## config.mk

```make
export PLATFORM = sky130hd
export DESIGN_NAME = id_ex_stage
export DESIGN_NICKNAME = d
export VERILOG_FILES = /design/src/rtl/core_pkg.sv /design/src/rtl/load_use_detect.sv /design/src/rtl/id_ex_stage.sv
export SDC_FILE = /design/constraint.sdc
export NUM_CORES = 1
export LEC_CHECK = 0
export ABC_AREA = 1
export CAP_MARGIN = 20
export CORE_AREA = 3 3 232 234
export CTS_BUF_LIST = sky130_fd_sc_hd__clkbuf_8
export CTS_CLUSTER_DIAMETER = 50
export DETAILED_ROUTE_END_ITERATION = 7
export DIE_AREA = 0 0 235 237
export PLACE_DENSITY_LB_ADDON = 0.2
export SKIP_LAST_GASP = 1
export SYNTH_ARGS = -nofsm -noshare
export SYNTH_HDL_FRONTEND = slang
export SYNTH_SLANG_ARGS = --single-unit
```

## constraint.sdc

```tcl
create_clock -name clk -period 2.9 [get_ports clk]
set_input_delay 0.58 -clock clk [delete_from_list [all_inputs] [get_ports clk]]
set_output_delay 0.58 -clock clk [all_outputs]
set_load 0.1 [all_outputs]
```

## src/rtl/core_pkg.sv

```systemverilog
// Shared definitions for the 5-stage RV64 core: opcodes, ALU op classes and the
// decoder control bundle carried down the pipeline.
package core_pkg;

  localparam logic [6:0] OPC_LD  = 7'b0000011;
  localparam logic [6:0] OPC_SD  = 7'b0100011;
  localparam logic [6:0] OPC_R   = 7'b0110011;
  localparam logic [6:0] OPC_BEQ = 7'b1100011;

  localparam logic [1:0] ALUOP_ADD   = 2'b00;
  localparam logic [1:0] ALUOP_SUB   = 2'b01;
  localparam logic [1:0] ALUOP_FUNCT = 2'b10;

  // Field order matches the decoder output bundle, MSB first.
  typedef struct packed {
    logic       branch;
    logic       memRead;
    logic       memToReg;
    logic [1:0] aluOp;
    logic       memWrite;
    logic       aluSrc;
    logic       regWrite;
  } ctrl_t;

  localparam ctrl_t CTRL_NOP = '0;

endpackage

```

## src/rtl/load_use_detect.sv

```systemverilog
// Load-use hazard detection between the instruction in ID and a load in EX.
// A branch flush suppresses the stall since the ID instruction is wrong-path.
module load_use_detect (
  input  logic       id_valid,
  input  logic [4:0] id_rs1,
  input  logic [4:0] id_rs2,
  input  logic       id_alu_src,
  input  logic       id_mem_write,
  input  logic       ex_valid,
  input  logic       ex_mem_read,
  input  logic [4:0] ex_rd,
  input  logic       flush,
  output logic       hazard,
  output logic       stall
);

  logic use_rs2;
  logic rs1_match;
  logic rs2_match;

  // Stores read rs2 as data even though aluSrc selects the immediate.
  assign use_rs2   = ~id_alu_src | id_mem_write;
  assign rs1_match = (ex_rd == id_rs1);
  assign rs2_match = use_rs2 & (ex_rd == id_rs2);

  assign hazard = id_valid & ex_valid & ex_mem_read & (ex_rd != 5'd0) &
                  (rs1_match | rs2_match);
  assign stall  = hazard & ~flush;

endmodule

```

## src/rtl/id_ex_stage.sv

```systemverilog
// ID/EX pipeline register with load-use bubble insertion, branch flush and a
// saturating stall-cycle counter for performance debug.
module id_ex_stage
  import core_pkg::*;
#(
  parameter int XLEN  = 64,
  parameter int CNT_W = 32
) (
  input  logic             clk,
  input  logic             rst_n,
  input  logic             id_valid,
  input  logic [XLEN-1:0]  id_pc,
  input  logic [XLEN-1:0]  id_rs1_data,
  input  logic [XLEN-1:0]  id_rs2_data,
  input  logic [XLEN-1:0]  id_imm,
  input  logic [4:0]       id_rs1,
  input  logic [4:0]       id_rs2,
  input  logic [4:0]       id_rd,
  input  logic [2:0]       id_funct3,
  input  logic             id_funct7b5,
  input  logic             id_branch,
  input  logic             id_memRead,
  input  logic             id_memToReg,
  input  logic             id_memWrite,
  input  logic             id_aluSrc,
  input  logic             id_regWrite,
  input  logic [1:0]       id_aluOp,
  input  logic             flush,
  output logic             stall,
  output logic             ex_valid,
  output logic [XLEN-1:0]  ex_pc,
  output logic [XLEN-1:0]  ex_rs1_data,
  output logic [XLEN-1:0]  ex_rs2_data,
  output logic [XLEN-1:0]  ex_imm,
  output logic [4:0]       ex_rs1,
  output logic [4:0]       ex_rs2,
  output logic [4:0]       ex_rd,
  output logic [2:0]       ex_funct3,
  output logic             ex_funct7b5,
  output logic             ex_branch,
  output logic             ex_memRead,
  output logic             ex_memToReg,
  output logic             ex_memWrite,
  output logic             ex_aluSrc,
  output logic             ex_regWrite,
  output logic [1:0]       ex_aluOp,
  output logic [CNT_W-1:0] stall_count
);

  ctrl_t             id_ctrl;
  logic              hazard;

  logic              ex_valid_d,    ex_valid_q;
  logic [XLEN-1:0]   ex_pc_d,       ex_pc_q;
  logic [XLEN-1:0]   ex_rs1_data_d, ex_rs1_data_q;
  logic [XLEN-1:0]   ex_rs2_data_d, ex_rs2_data_q;
  logic [XLEN-1:0]   ex_imm_d,      ex_imm_q;
  logic [4:0]        ex_rs1_d,      ex_rs1_q;
  logic [4:0]        ex_rs2_d,      ex_rs2_q;
  logic [4:0]        ex_rd_d,       ex_rd_q;
  logic [2:0]        ex_funct3_d,   ex_funct3_q;
  logic              ex_funct7b5_d, ex_funct7b5_q;
  ctrl_t             ex_ctrl_d,     ex_ctrl_q;
  logic [CNT_W-1:0]  stall_count_d, stall_count_q;

  assign id_ctrl = '{branch:   id_branch,
                     memRead:  id_memRead,
                     memToReg: id_memToReg,
                     aluOp:    id_aluOp,
                     memWrite: id_memWrite,
                     aluSrc:   id_aluSrc,
                     regWrite: id_regWrite};

  load_use_detect u_load_use_detect (
    .id_valid     (id_valid),
    .id_rs1       (id_rs1),
    .id_rs2       (id_rs2),
    .id_alu_src   (id_aluSrc),
    .id_mem_write (id_memWrite),
    .ex_valid     (ex_valid_q),
    .ex_mem_read  (ex_ctrl_q.memRead),
    .ex_rd        (ex_rd_q),
    .flush        (flush),
    .hazard       (hazard),
    .stall        (stall)
  );

  always_comb begin
    ex_valid_d    = 1'b0;
    ex_pc_d       = '0;
    ex_rs1_data_d = '0;
    ex_rs2_data_d = '0;
    ex_imm_d      = '0;
    ex_rs1_d      = '0;
    ex_rs2_d      = '0;
    ex_rd_d       = '0;
    ex_funct3_d   = '0;
    ex_funct7b5_d = 1'b0;
    ex_ctrl_d     = CTRL_NOP;
    // Flush and hazard both leave the all-zero bubble above.
    if (!flush && !hazard) begin
      ex_valid_d    = id_valid;
      ex_pc_d       = id_pc;
      ex_rs1_data_d = id_rs1_data;
      ex_rs2_data_d = id_rs2_data;
      ex_imm_d      = id_imm;
      ex_rs1_d      = id_rs1;
      ex_rs2_d      = id_rs2;
      ex_rd_d       = id_rd;
      ex_funct3_d   = id_funct3;
      ex_funct7b5_d = id_funct7b5;
      ex_ctrl_d     = id_valid ? id_ctrl : CTRL_NOP;
    end
  end

  always_comb begin
    stall_count_d = stall_count_q;
    if (stall && (stall_count_q != {CNT_W{1'b1}})) begin
      stall_count_d = stall_count_q + 1'b1;
    end
  end

  always_ff @(posedge clk or negedge rst_n) begin
    if (!rst_n) begin
      ex_valid_q    <= 1'b0;
      ex_pc_q       <= '0;
      ex_rs1_data_q <= '0;
      ex_rs2_data_q <= '0;
      ex_imm_q      <= '0;
      ex_rs1_q      <= '0;
      ex_rs2_q      <= '0;
      ex_rd_q       <= '0;
      ex_funct3_q   <= '0;
      ex_funct7b5_q <= 1'b0;
      ex_ctrl_q     <= CTRL_NOP;
      stall_count_q <= '0;
    end else begin
      ex_valid_q    <= ex_valid_d;
      ex_pc_q       <= ex_pc_d;
      ex_rs1_data_q <= ex_rs1_data_d;
      ex_rs2_data_q <= ex_rs2_data_d;
      ex_imm_q      <= ex_imm_d;
      ex_rs1_q      <= ex_rs1_d;
      ex_rs2_q      <= ex_rs2_d;
      ex_rd_q       <= ex_rd_d;
      ex_funct3_q   <= ex_funct3_d;
      ex_funct7b5_q <= ex_funct7b5_d;
      ex_ctrl_q     <= ex_ctrl_d;
      stall_count_q <= stall_count_d;
    end
  end

  assign ex_valid    = ex_valid_q;
  assign ex_pc       = ex_pc_q;
  assign ex_rs1_data = ex_rs1_data_q;
  assign ex_rs2_data = ex_rs2_data_q;
  assign ex_imm      = ex_imm_q;
  assign ex_rs1      = ex_rs1_q;
  assign ex_rs2      = ex_rs2_q;
  assign ex_rd       = ex_rd_q;
  assign ex_funct3   = ex_funct3_q;
  assign ex_funct7b5 = ex_funct7b5_q;
  assign ex_branch   = ex_ctrl_q.branch;
  assign ex_memRead  = ex_ctrl_q.memRead;
  assign ex_memToReg = ex_ctrl_q.memToReg;
  assign ex_memWrite = ex_ctrl_q.memWrite;
  assign ex_aluSrc   = ex_ctrl_q.aluSrc;
  assign ex_regWrite = ex_ctrl_q.regWrite;
  assign ex_aluOp    = ex_ctrl_q.aluOp;
  assign stall_count = stall_count_q;

endmodule
```

==> results of run 1 <==
[sequential cells by signal, indices dropped and copies added, names as in the netlist]
name,cells
ex_aluSrc,1
ex_regWrite,1
ex_rs2_data,64
ex_pc,64
ex_imm,64
ex_memWrite,1
ex_funct7b5,1
ex_branch,1
ex_memToReg,1
ex_rs1_data,64
ex_valid,1
ex_rd,5
ex_rs2,5
ex_memRead,1
stall_count,32
ex_aluOp,2
ex_rs1,5
ex_funct3,3
[worst max-delay path: stages, from the launching register on]
cell	delay (ns)
sky130_fd_sc_hd__dfrtp_2	0.47
sky130_fd_sc_hd__nand2_1	0.09
sky130_fd_sc_hd__nand2_1	0.05
sky130_fd_sc_hd__nor2_1	0.09
sky130_fd_sc_hd__buf_4	0.13
sky130_fd_sc_hd__nand3_1	0.10
sky130_fd_sc_hd__nand2_2	0.09
sky130_fd_sc_hd__nand3_2	0.10
sky130_fd_sc_hd__inv_2	0.14
sky130_fd_sc_hd__buf_12	0.18
[Yosys cell counts (all sizes together)]
cell | number | share of area
o21bai | 1 | 0.00063
nand4 | 4 | 0.0034
o21ai | 1 | 0.00042
dfrtp | 316 | 0.67
nor2 | 331 | 0.11
xnor2 | 7 | 0.0052
ha | 1 | 0.0011
nand2 | 204 | 0.065
nor3 | 9 | 0.0038
nand3 | 12 | 0.0055
nand3b | 7 | 0.0044
buf | 39 | 0.033
clkinv | 1 | 0.00032
inv | 297 | 0.094
xor2 | 16 | 0.012
[layer usage]
layer / vias to the layer above / GRT usage
met1: 4646 / 0.169
met3: 65 / 0.0596
li1: 4824 / -
met5: - / 0
met4: 6 / 0.0432
met2: 376 / 0.259
[final cells by class]
type / instances / area, µm² / area share
diodes: 1 / 2.50 / 0.000129
clock buffers: 75 / 1030 / 0.0534
clock inverters: 35 / 267 / 0.0138
inverters: 298 / 1120 / 0.0579
multi-input cells: 593 / 2480 / 0.128
flip-flops and latches: 316 / 7910 / 0.409
well taps: 688 / 861 / 0.0445
repair buffers: 635 / 5670 / 0.293
[per-stage QoR]
step | util | power [mW]
detailed placement | 0.345 | 7.49
floorplan | - | 6.50
CTS | 0.370 | 12.3
global placement | 0.345 | 7.49
global route | 0.370 | 12.6
finish | 0.370 | 12.0
[power by group through the flow]
stage | Clock, mW | Combinational (mW) | Sequential (mW)
floorplan | 0 | 0.258 | 6.25
global route | 5.05 | 2.83 | 4.70
global placement | 0 | 2.73 | 4.75
finish | 4.65 | 2.71 | 4.68
detailed placement | 0 | 2.74 | 4.76
CTS | 4.86 | 2.74 | 4.68
[timing repair]
action / CTS / global route
endpoints found under the setup margin: 1 / 1
endpoints found under the hold margin: 53 / 0
resized for setup: 3 / 2
setup buffers: 1 / 0
hold buffers: 1 / 0
pin swaps: 1 / 0
[worst max path at each step]
stage | start | to | slack (ns) | cells past startpoint
2_1_floorplan | ex_rd[0] | stall | 0.04 | 8
3_3_place_gp | id_rs1[4] | stall | 0.09 | 10
3_5_place_dp | id_rs1[4] | stall | 0.09 | 10
4_1_cts | ex_rd[4] | stall | 0.02 | 9
5_1_grt | ex_rd[3] | stall | 0.03 | 9
6_report | ex_rd[3] | stall | 0.24 | 9
[cells by family after synthesis]
group                    count (synthesis)  share of synthesized area
flip-flops                             316                      0.666
buffers and inverters                  337                      0.127
XOR/XNOR                                23                     0.0170
AO/OA/AOI/OAI                            2                    0.00105
adder cells (fa/ha/maj)                  1                    0.00105
AND/OR/NAND/NOR                        567                      0.188
==> flow_summary.yaml, run 1 <==
outcome:
  result_of_the_run: "finished, final reports clean"
die:
  die_area_mm2: 0.0557
  start_util: 0.227
  die_y_um: 237
  fp.coreArea_mm2: 0.0522
  io-pin-count: 604
  number_of_placement_rows: 84
  die-width_um: 235
finish:
  area_growth_from_synthesis_to_layout_pct: 62.8
  mostFrequentLayoutCells: "334 x sky130_fd_sc_hd__buf_4, 328 x sky130_fd_sc_hd__nor2_1, 314 x sky130_fd_sc_hd__dfrtp_1, 311 x sky130_fd_sc_hd__inv_1, 285 x sky130_fd_sc_hd__clkdlybuf4s50_1"
  layoutNonFillerInstCount: 2641
  fillCellCount: 5379
  layout.nets: 2191
  fraction_of_final_layout_cells_sized_beyond_drive_strength_1: 0.234
  commonest_non_fill_non_tap_cell_in_the_layout: "sky130_fd_sc_hd__buf_4"
  post-route-cell-area_mm2: 0.0193
power:
  power.switching_mw: 4.02
  share_clk_of_total_power: 0.386
  powerDensity_mw_per_mm2: 622
  seq_power_share: 0.389
  netSwitchingFraction: 0.334
  share_of_power_burned_in_combinational_logic: 0.225
  internal_power_mw: 8.02
  vdd.ir_drop.worst_v: 0.000371
  leakage_nw: 10.6
placed_design:
  place.port_buffers: 603
  pre_cts_slack_ns: 0.0903
  place.gp.congestion: 0.813
  placement.cell_area_mm2: 0.0180
  dp_cells: 2528
  dpl_wire_length_um: 32200
setup_path:
  critical_path.endpoint_type: "primary output"
  r2r-start: "stall_count[0]"
  timing.reg2reg.setup_slack_ns: 0.72
  regToRegEndpoint: "stall_count[4]"
  timing_worst_setup_path_type: "reg -> out"
  r2r_cells: 10
  critPathArrivalTime_ns: 2.08
  cp.required_ns: 2.32
  worstPathMaxFanout: 6
  critPathLaunchType: "register"
synth:
  synth_seq_area_share: 0.666
  synth.ff_latch_count: 316
  netlist-cell-type-count: 23
  synth_warnings: 0
  synth.net_count: 1534
  synth_cells: 1246
  synth_area_per_cell_um2: 9.53
  post_synth_instance_area_mm2: 0.0119
clock_network:
  cts.htree.levels: 2
  clkLatencyLatePin_ns: 0.64
  cts_root_buffer_type: "sky130_fd_sc_hd__clkbuf_8"
  tritoncts_sinks: 316
  clkSlewWorstSetupHoldPaths_ns: 0.06
  tritoncts_clock_tree: "yes"
  cts-buffers-inserted: 59
  cts_buffer_depth: 3
hold_path:
  min_delay_path_depth: 3
  hold_path_end: "ex_rs1_data[15]"
  holdCritStartpoint: "id_rs1_data[15]"
  hold_class: "in -> reg"
route:
  routed_wl_um: 42000
  met3RoutedLength_um: 3820
  met2WireLength_um: 21400
  detail-route-antenna-nets: 0
  vias_per_cell: 3.76
  initial_drc_count: 381
  route.detailed.drc: 0
  post_drt_wl_per_cell_um: 15.9
  dr.pass1.iters: 5
  drt-met1-wl_um: 15900
  dr.max_layer_used: "met5"
  dr_total_vias: 9917
timing:
  clock_skew_ns: 0.0348
  setup-tns-final_ns: 0
  setup_violations: 0
  worst_slack_setup_final_ns: 0.240
  hold-worst-slack_ns: 0.453
  unrepaired_setup_endpoints_after_global_routing: "false"
  timing.max_slew.rel_slack: 0.607
  min_period_over_period: 0.917
  max_transition_viols_final: 0
  max_clock_freq_ghz: 0.376
  timing_hold_violations_final: 0
  period_needed_ns: 2.66
  slew_worst_pin_ns: 0.590
grt:
  grt_pass1_wl_um: 63900
  grt_max_degree: 72
  number_of_antenna_violations_at_the_first_check_in_global_routing: 4
  globalRouteOverflowTotal: 0
  vias_in_the_first_global_route: 10600
  groute.usage.overall: 0.149
run:
  maxCapViolations: 0
Power figures use the tool's default switching activity.
==> inputs of run 2 (changes only) <==
==> constraint.sdc (replaced) <==
create_clock -name clk -period 2.9 [get_ports clk]
set_input_delay 0.58 -clock clk [delete_from_list [all_inputs] [get_ports clk]]
set_output_delay 0.58 -clock clk [all_outputs]
set_load 0.05 [all_outputs]
==> flow_summary.yaml, run 2 (synthesized netlist as in run 1, its figures left out) <==
clock_network:
  cts.htree.levels: 2
  tritoncts_sinks: 316
  clkLatencyLatePin_ns: 0.62
  cts_buffer_depth: 3
  clkSlewWorstSetupHoldPaths_ns: 0.06
  tritoncts_clock_tree: "yes"
  cts_root_buffer_type: "sky130_fd_sc_hd__clkbuf_8"
  cts-buffers-inserted: 58
die:
  number_of_placement_rows: 84
  die-width_um: 235
  start_util: 0.227
  io-pin-count: 604
  fp.coreArea_mm2: 0.0522
  die_area_mm2: 0.0557
  die_y_um: 237
power:
  seq_power_share: 0.423
  total_power_mw: 11.0
  netSwitchingFraction: 0.287
  leakage_nw: 9.97
  power.switching_mw: 3.17
  powerDensity_mw_per_mm2: 555
  share_clk_of_total_power: 0.398
  internal_power_mw: 7.88
  share_of_power_burned_in_combinational_logic: 0.179
  vdd.ir_drop.worst_v: 0.000324
route:
  detail-route-antenna-nets: 0
  routed_wl_um: 42500
  initial_drc_count: 502
  vias_per_cell: 3.76
  route.detailed.drc: 0
  dr_total_vias: 9880
  post_drt_wl_per_cell_um: 16.2
  dr.pass1.iters: 6
grt:
  grt_max_degree: 74
  grt_pass1_wl_um: 64100
  globalRouteOverflowTotal: 0
  groute.usage.overall: 0.150
  number_of_antenna_violations_at_the_first_check_in_global_routing: 8
  vias_in_the_first_global_route: 10600
run:
  maxCapViolations: 0
finish:
  multi_input_area_mm2: 0.00247
  mostFrequentLayoutCells: "601 x sky130_fd_sc_hd__clkdlybuf4s50_1, 329 x sky130_fd_sc_hd__nor2_1, 316 x sky130_fd_sc_hd__inv_1, 315 x sky130_fd_sc_hd__dfrtp_1, 200 x sky130_fd_sc_hd__nand2_1"
  layout.nets: 2179
  commonest_non_fill_non_tap_cell_in_the_layout: "sky130_fd_sc_hd__clkdlybuf4s50_1"
  area_growth_from_synthesis_to_layout_pct: 67.5
  layoutNonFillerInstCount: 2625
  fraction_of_final_layout_cells_sized_beyond_drive_strength_1: 0.0599
  seq_area_mm2: 0.00791
  fillCellCount: 5294
timing:
  slew_worst_pin_ns: 0.706
  worst_slack_setup_final_ns: 0.184
  timing_hold_violations_final: 0
  max_transition_viols_final: 0
  timing.max_slew.rel_slack: 0.528
  min_period_over_period: 0.937
  setup-tns-final_ns: 0
  max_clock_freq_ghz: 0.368
  setup_violations: 0
  period_needed_ns: 2.72
  clock_skew_ns: 0.0142
  unrepaired_setup_endpoints_after_global_routing: "false"
hold_path:
  hold_path_end: "ex_rs1_data[52]"
  hold_class: "in -> reg"
  holdCritStartpoint: "id_rs1_data[52]"
  min_delay_path_depth: 3
setup_path:
  critical_path.endpoint_type: "primary output"
  crit_family: "simple AND/OR/NAND/NOR gates"
  timing.reg2reg.setup_slack_ns: 0.70
  cp.required_ns: 2.32
  worstPathCellList: "inv_1 -> nand2_1 -> o21ai_0 -> nor2_1 -> nand3_1 -> nand2_2 -> nand3_1 -> inv_2 -> buf_12"
  critical_path_depth: 9
  path_buf_inv: 3
  critPathLaunchType: "register"
  timing_worst_setup_path_type: "reg -> out"
  cpPeakStageDelay_ns: 0.37
  critPathArrivalTime_ns: 2.14
  r2r-start: "stall_count[0]"
  cp_common_cell: "sky130_fd_sc_hd__nand3_1"
  timing.critical_path.slowest_stage_cell: "sky130_fd_sc_hd__dfrtp_1"
  regToRegEndpoint: "stall_count[23]"
  r2r_cells: 10
  worstPathMaxFanout: 3
placed_design:
  place.port_buffers: 603
  place.gp.congestion: 0.820
  dp_cells: 2516
  dpl_wire_length_um: 32100
  pre_cts_slack_ns: 0.140
outcome:
  result_of_the_run: "finished, final reports clean"
-- run 2: cell count changes in the layout (fill, tap and decap cells not counted), sizes merged --
cell           previous run  this run
clkinvlp                  2         3
inv                     315       319
buf                     349        22
clkbuf                   75        72
clkinv                   12         5
bufinv                    4         3
diode                     1         2
clkdlybuf4s50           285       601
-- run 2: how the worst max path moves through the flow --
stage	startpoint	to	slack, ns
after floorplan	ex_rd[0]	stall	0.68
final	ex_rd[0]	stall	0.18
after CTS	ex_rd[0]	stall	0.02
after global routing	ex_rd[3]	stall	0.008
after global placement	id_rs1[1]	stall	0.09
after detailed placement	id_rs1[1]	stall	0.14
-- run 2: power by group through the flow --
stage	logic (mW)	registers, mW	clock network, mW
final	1.97	4.68	4.39
after global routing	2.10	4.69	4.78
after CTS	2.01	4.68	4.59
after detailed placement	2.00	4.75	0
after global placement	2.00	4.75	0
after floorplan	0.257	5.48	0
-- run 2: layer usage --
metal | GRT usage | vias to the layer above | part of all wire
met5 | 0 | - | 0.0013
li1 | - | 4790 | -
met4 | 0.0447 | 8 | 0.024
met1 | 0.167 | 4633 | 0.37
met3 | 0.0599 | 79 | 0.093
met2 | 0.264 | 370 | 0.51
-- run 2: cell type report --
cell class,instances,area share
diodes,2,0.000252
clock buffers,72,0.0498
clock inverters,32,0.0108
inverters,298,0.0562
multi-input cells,593,0.124
flip-flops and latches,316,0.398
well taps,688,0.0433
repair buffers,624,0.318
-- run 2: timing repair --
item / 4_1_cts / 5_1_grt
endpoints found under the setup margin: 1 / 1
gates resized for setup: 1 / 1
hold buffers: 1 / 0
endpoints found under the hold margin: 55 / 0
buffers inserted: 0 / 2
pin swaps: 0 / 1
-- run 2: through the flow --
| stage | hold slack [ns] | util | area, µm² |
|---|---|---|---|
| 3_5_place_dp | 0.532 | 0.357 | 18700 |
| 3_3_place_gp | 0.533 | 0.357 | 18700 |
| 5_1_grt | 0.409 | 0.381 | 19900 |
| 6_report | 0.468 | 0.381 | 19900 |
| 2_1_floorplan | 0.284 | - | 11900 |
| 4_1_cts | 0.379 | 0.380 | 19900 |
-- run 2: worst register-to-register path, stage by stage (launching register included) --
cell	delay (ns)
sky130_fd_sc_hd__dfrtp_1	0.54
sky130_fd_sc_hd__ha_1	0.34
sky130_fd_sc_hd__nand3_2	0.17
sky130_fd_sc_hd__inv_2	0.09
sky130_fd_sc_hd__nand2_2	0.08
sky130_fd_sc_hd__nor2_2	0.17
sky130_fd_sc_hd__nand2_2	0.12
sky130_fd_sc_hd__nand4_4	0.10
sky130_fd_sc_hd__buf_4	0.34
sky130_fd_sc_hd__nand2_1	0.11
sky130_fd_sc_hd__nand2_1	0.08
==> inputs of run 3 (changes only) <==
--- a/config.mk
+++ b/config.mk
@@ -7,11 +7,11 @@
 export LEC_CHECK = 0
 export ABC_AREA = 1
 export CAP_MARGIN = 20
-export CORE_AREA = 3 3 232 234
+export CORE_AREA = 2 2 238 240
 export CTS_BUF_LIST = sky130_fd_sc_hd__clkbuf_8
 export CTS_CLUSTER_DIAMETER = 50
 export DETAILED_ROUTE_END_ITERATION = 7
-export DIE_AREA = 0 0 235 237
+export DIE_AREA = 0 0 240 242
 export PLACE_DENSITY_LB_ADDON = 0.2
 export SKIP_LAST_GASP = 1
 export SYNTH_ARGS = -nofsm -noshare
==> flow_summary.yaml, run 3 (synthesized netlist as in run 1, its figures left out) <==
clock_network:
  tritoncts_clock_tree: "yes"
  cts_buffer_depth: 3
  cts_root_buffer_type: "sky130_fd_sc_hd__clkbuf_8"
  cts-buffers-inserted: 60
  cts.htree.levels: 2
  tritoncts_sinks: 316
  clkLatencyLatePin_ns: 0.64
  clkSlewWorstSetupHoldPaths_ns: 0.06
timing:
  slew_worst_pin_ns: 0.701
  worst_slack_setup_final_ns: 0.229
  timing_hold_violations_final: 0
  setup_violations: 0
  setup-tns-final_ns: 0
  max_clock_freq_ghz: 0.374
  unrepaired_setup_endpoints_after_global_routing: "false"
  clock_skew_ns: 0.0285
  timing.max_slew.rel_slack: 0.531
  min_period_over_period: 0.921
  max_transition_viols_final: 0
  period_needed_ns: 2.67
route:
  dr_total_vias: 9765
  initial_drc_count: 351
  vias_per_cell: 3.62
  detail-route-antenna-nets: 0
  dr.pass1.iters: 4
  route.detailed.drc: 0
  routed_wl_um: 42000
  post_drt_wl_per_cell_um: 15.6
die:
  start_util: 0.213
  die_area_mm2: 0.0581
  number_of_placement_rows: 87
  io-pin-count: 604
  die_y_um: 242
  die-width_um: 240
  fp.coreArea_mm2: 0.0557
grt:
  grt_pass1_wl_um: 62900
  vias_in_the_first_global_route: 10400
  number_of_antenna_violations_at_the_first_check_in_global_routing: 0
  grt_max_degree: 95
  groute.usage.overall: 0.144
  globalRouteOverflowTotal: 0
placed_design:
  dpl_wire_length_um: 32100
  place.port_buffers: 603
  dp_cells: 2586
  placement.cell_area_mm2: 0.0188
  pre_cts_slack_ns: 0.0842
  place.gp.congestion: 0.835
setup_path:
  cp.required_ns: 2.32
  r2r_cells: 9
  critPathArrivalTime_ns: 2.09
  worstPathMaxFanout: 5
  critical_path.endpoint_type: "primary output"
  timing.reg2reg.setup_slack_ns: 0.76
  timing_worst_setup_path_type: "reg -> out"
  critPathLaunchType: "register"
hold_path:
  min_delay_path_depth: 3
  hold_class: "in -> reg"
outcome:
  result_of_the_run: "finished, final reports clean"
power:
  powerDensity_mw_per_mm2: 560
  total_power_mw: 11.2
  vdd.ir_drop.worst_v: 0.000351
  leakage_nw: 10.0
finish:
  layoutNonFillerInstCount: 2701
  fraction_of_final_layout_cells_sized_beyond_drive_strength_1: 0.0658
  fillCellCount: 5781
  mostFrequentLayoutCells: "601 x sky130_fd_sc_hd__clkdlybuf4s50_1, 329 x sky130_fd_sc_hd__nor2_1, 315 x sky130_fd_sc_hd__dfrtp_1, 314 x sky130_fd_sc_hd__inv_1, 200 x sky130_fd_sc_hd__nand2_1"
  layout.nets: 2182
  commonest_non_fill_non_tap_cell_in_the_layout: "sky130_fd_sc_hd__clkdlybuf4s50_1"
  multi_input_area_mm2: 0.00248
  seq_area_mm2: 0.00791
  post-route-cell-area_mm2: 0.0201
  area_growth_from_synthesis_to_layout_pct: 69.2
run:
  maxCapViolations: 0
==> run 3: worst max-delay path, cell delays in order, from the launching register on <==
cell	delay (ns)
sky130_fd_sc_hd__dfrtp_2	0.41
sky130_fd_sc_hd__inv_2	0.05
sky130_fd_sc_hd__nand2_1	0.05
sky130_fd_sc_hd__nand2_1	0.16
sky130_fd_sc_hd__nor2_1	0.15
sky130_fd_sc_hd__nand3_1	0.10
sky130_fd_sc_hd__nand2_2	0.13
sky130_fd_sc_hd__nand3_2	0.12
sky130_fd_sc_hd__inv_2	0.13
sky130_fd_sc_hd__buf_12	0.14
==> run 3: stage by stage <==
step,hold slack [ns],utilization
2_1_floorplan,0.284,-
3_3_place_gp,0.519,0.337
3_5_place_dp,0.525,0.337
4_1_cts,0.368,0.360
5_1_grt,0.389,0.360
6_report,0.449,0.360
==> run 3: metal layers <==
layer / global-route usage / vias up / share of wire / wire length (µm)
li1: - / 4802 / - / -
met1: 0.156 / 4545 / 0.37 / 15600
met2: 0.253 / 354 / 0.50 / 21200
met3: 0.0639 / 64 / 0.10 / 4350
met4: 0.0402 / 0 / 0.022 / 905
met5: 0 / - / 0 / 0
==> run 3: worst paths after layout <==
check / start / to
setup / recovery: ex_rd[4] / stall
hold / removal: id_imm[14] / ex_imm[14]
setup reg to reg: stall_count[0] / stall_count[2]
hold reg to reg: stall_count[23] / stall_count[23]
max in group asynchronous: rst_n / ex_rs1_data[27]
min in group asynchronous: rst_n / stall_count[23]
==> run 3: area by class of cell <==
class	instances	share of cell area
flip-flops and latches	316	0.394
clock inverters	34	0.0108
clock buffers	78	0.0534
repair buffers	625	0.316
multi-input cells	593	0.123
inverters	298	0.0557
well taps	756	0.0471
diodes	1	0.000125
==> run 3: power by group <==
part	internal, mW	switching (mW)	total, mW
registers	4.61	0.0634	4.67
clock network	2.59	1.99	4.58
logic	0.780	1.20	1.98
==> run 3: timing repair <==
action / in CTS / in global routing
resized for setup: 2 / 1
endpoints found under the hold margin: 36 / 0
setup endpoints to repair: 1 / 1
setup buffers: 0 / 1
hold buffers: 1 / 0
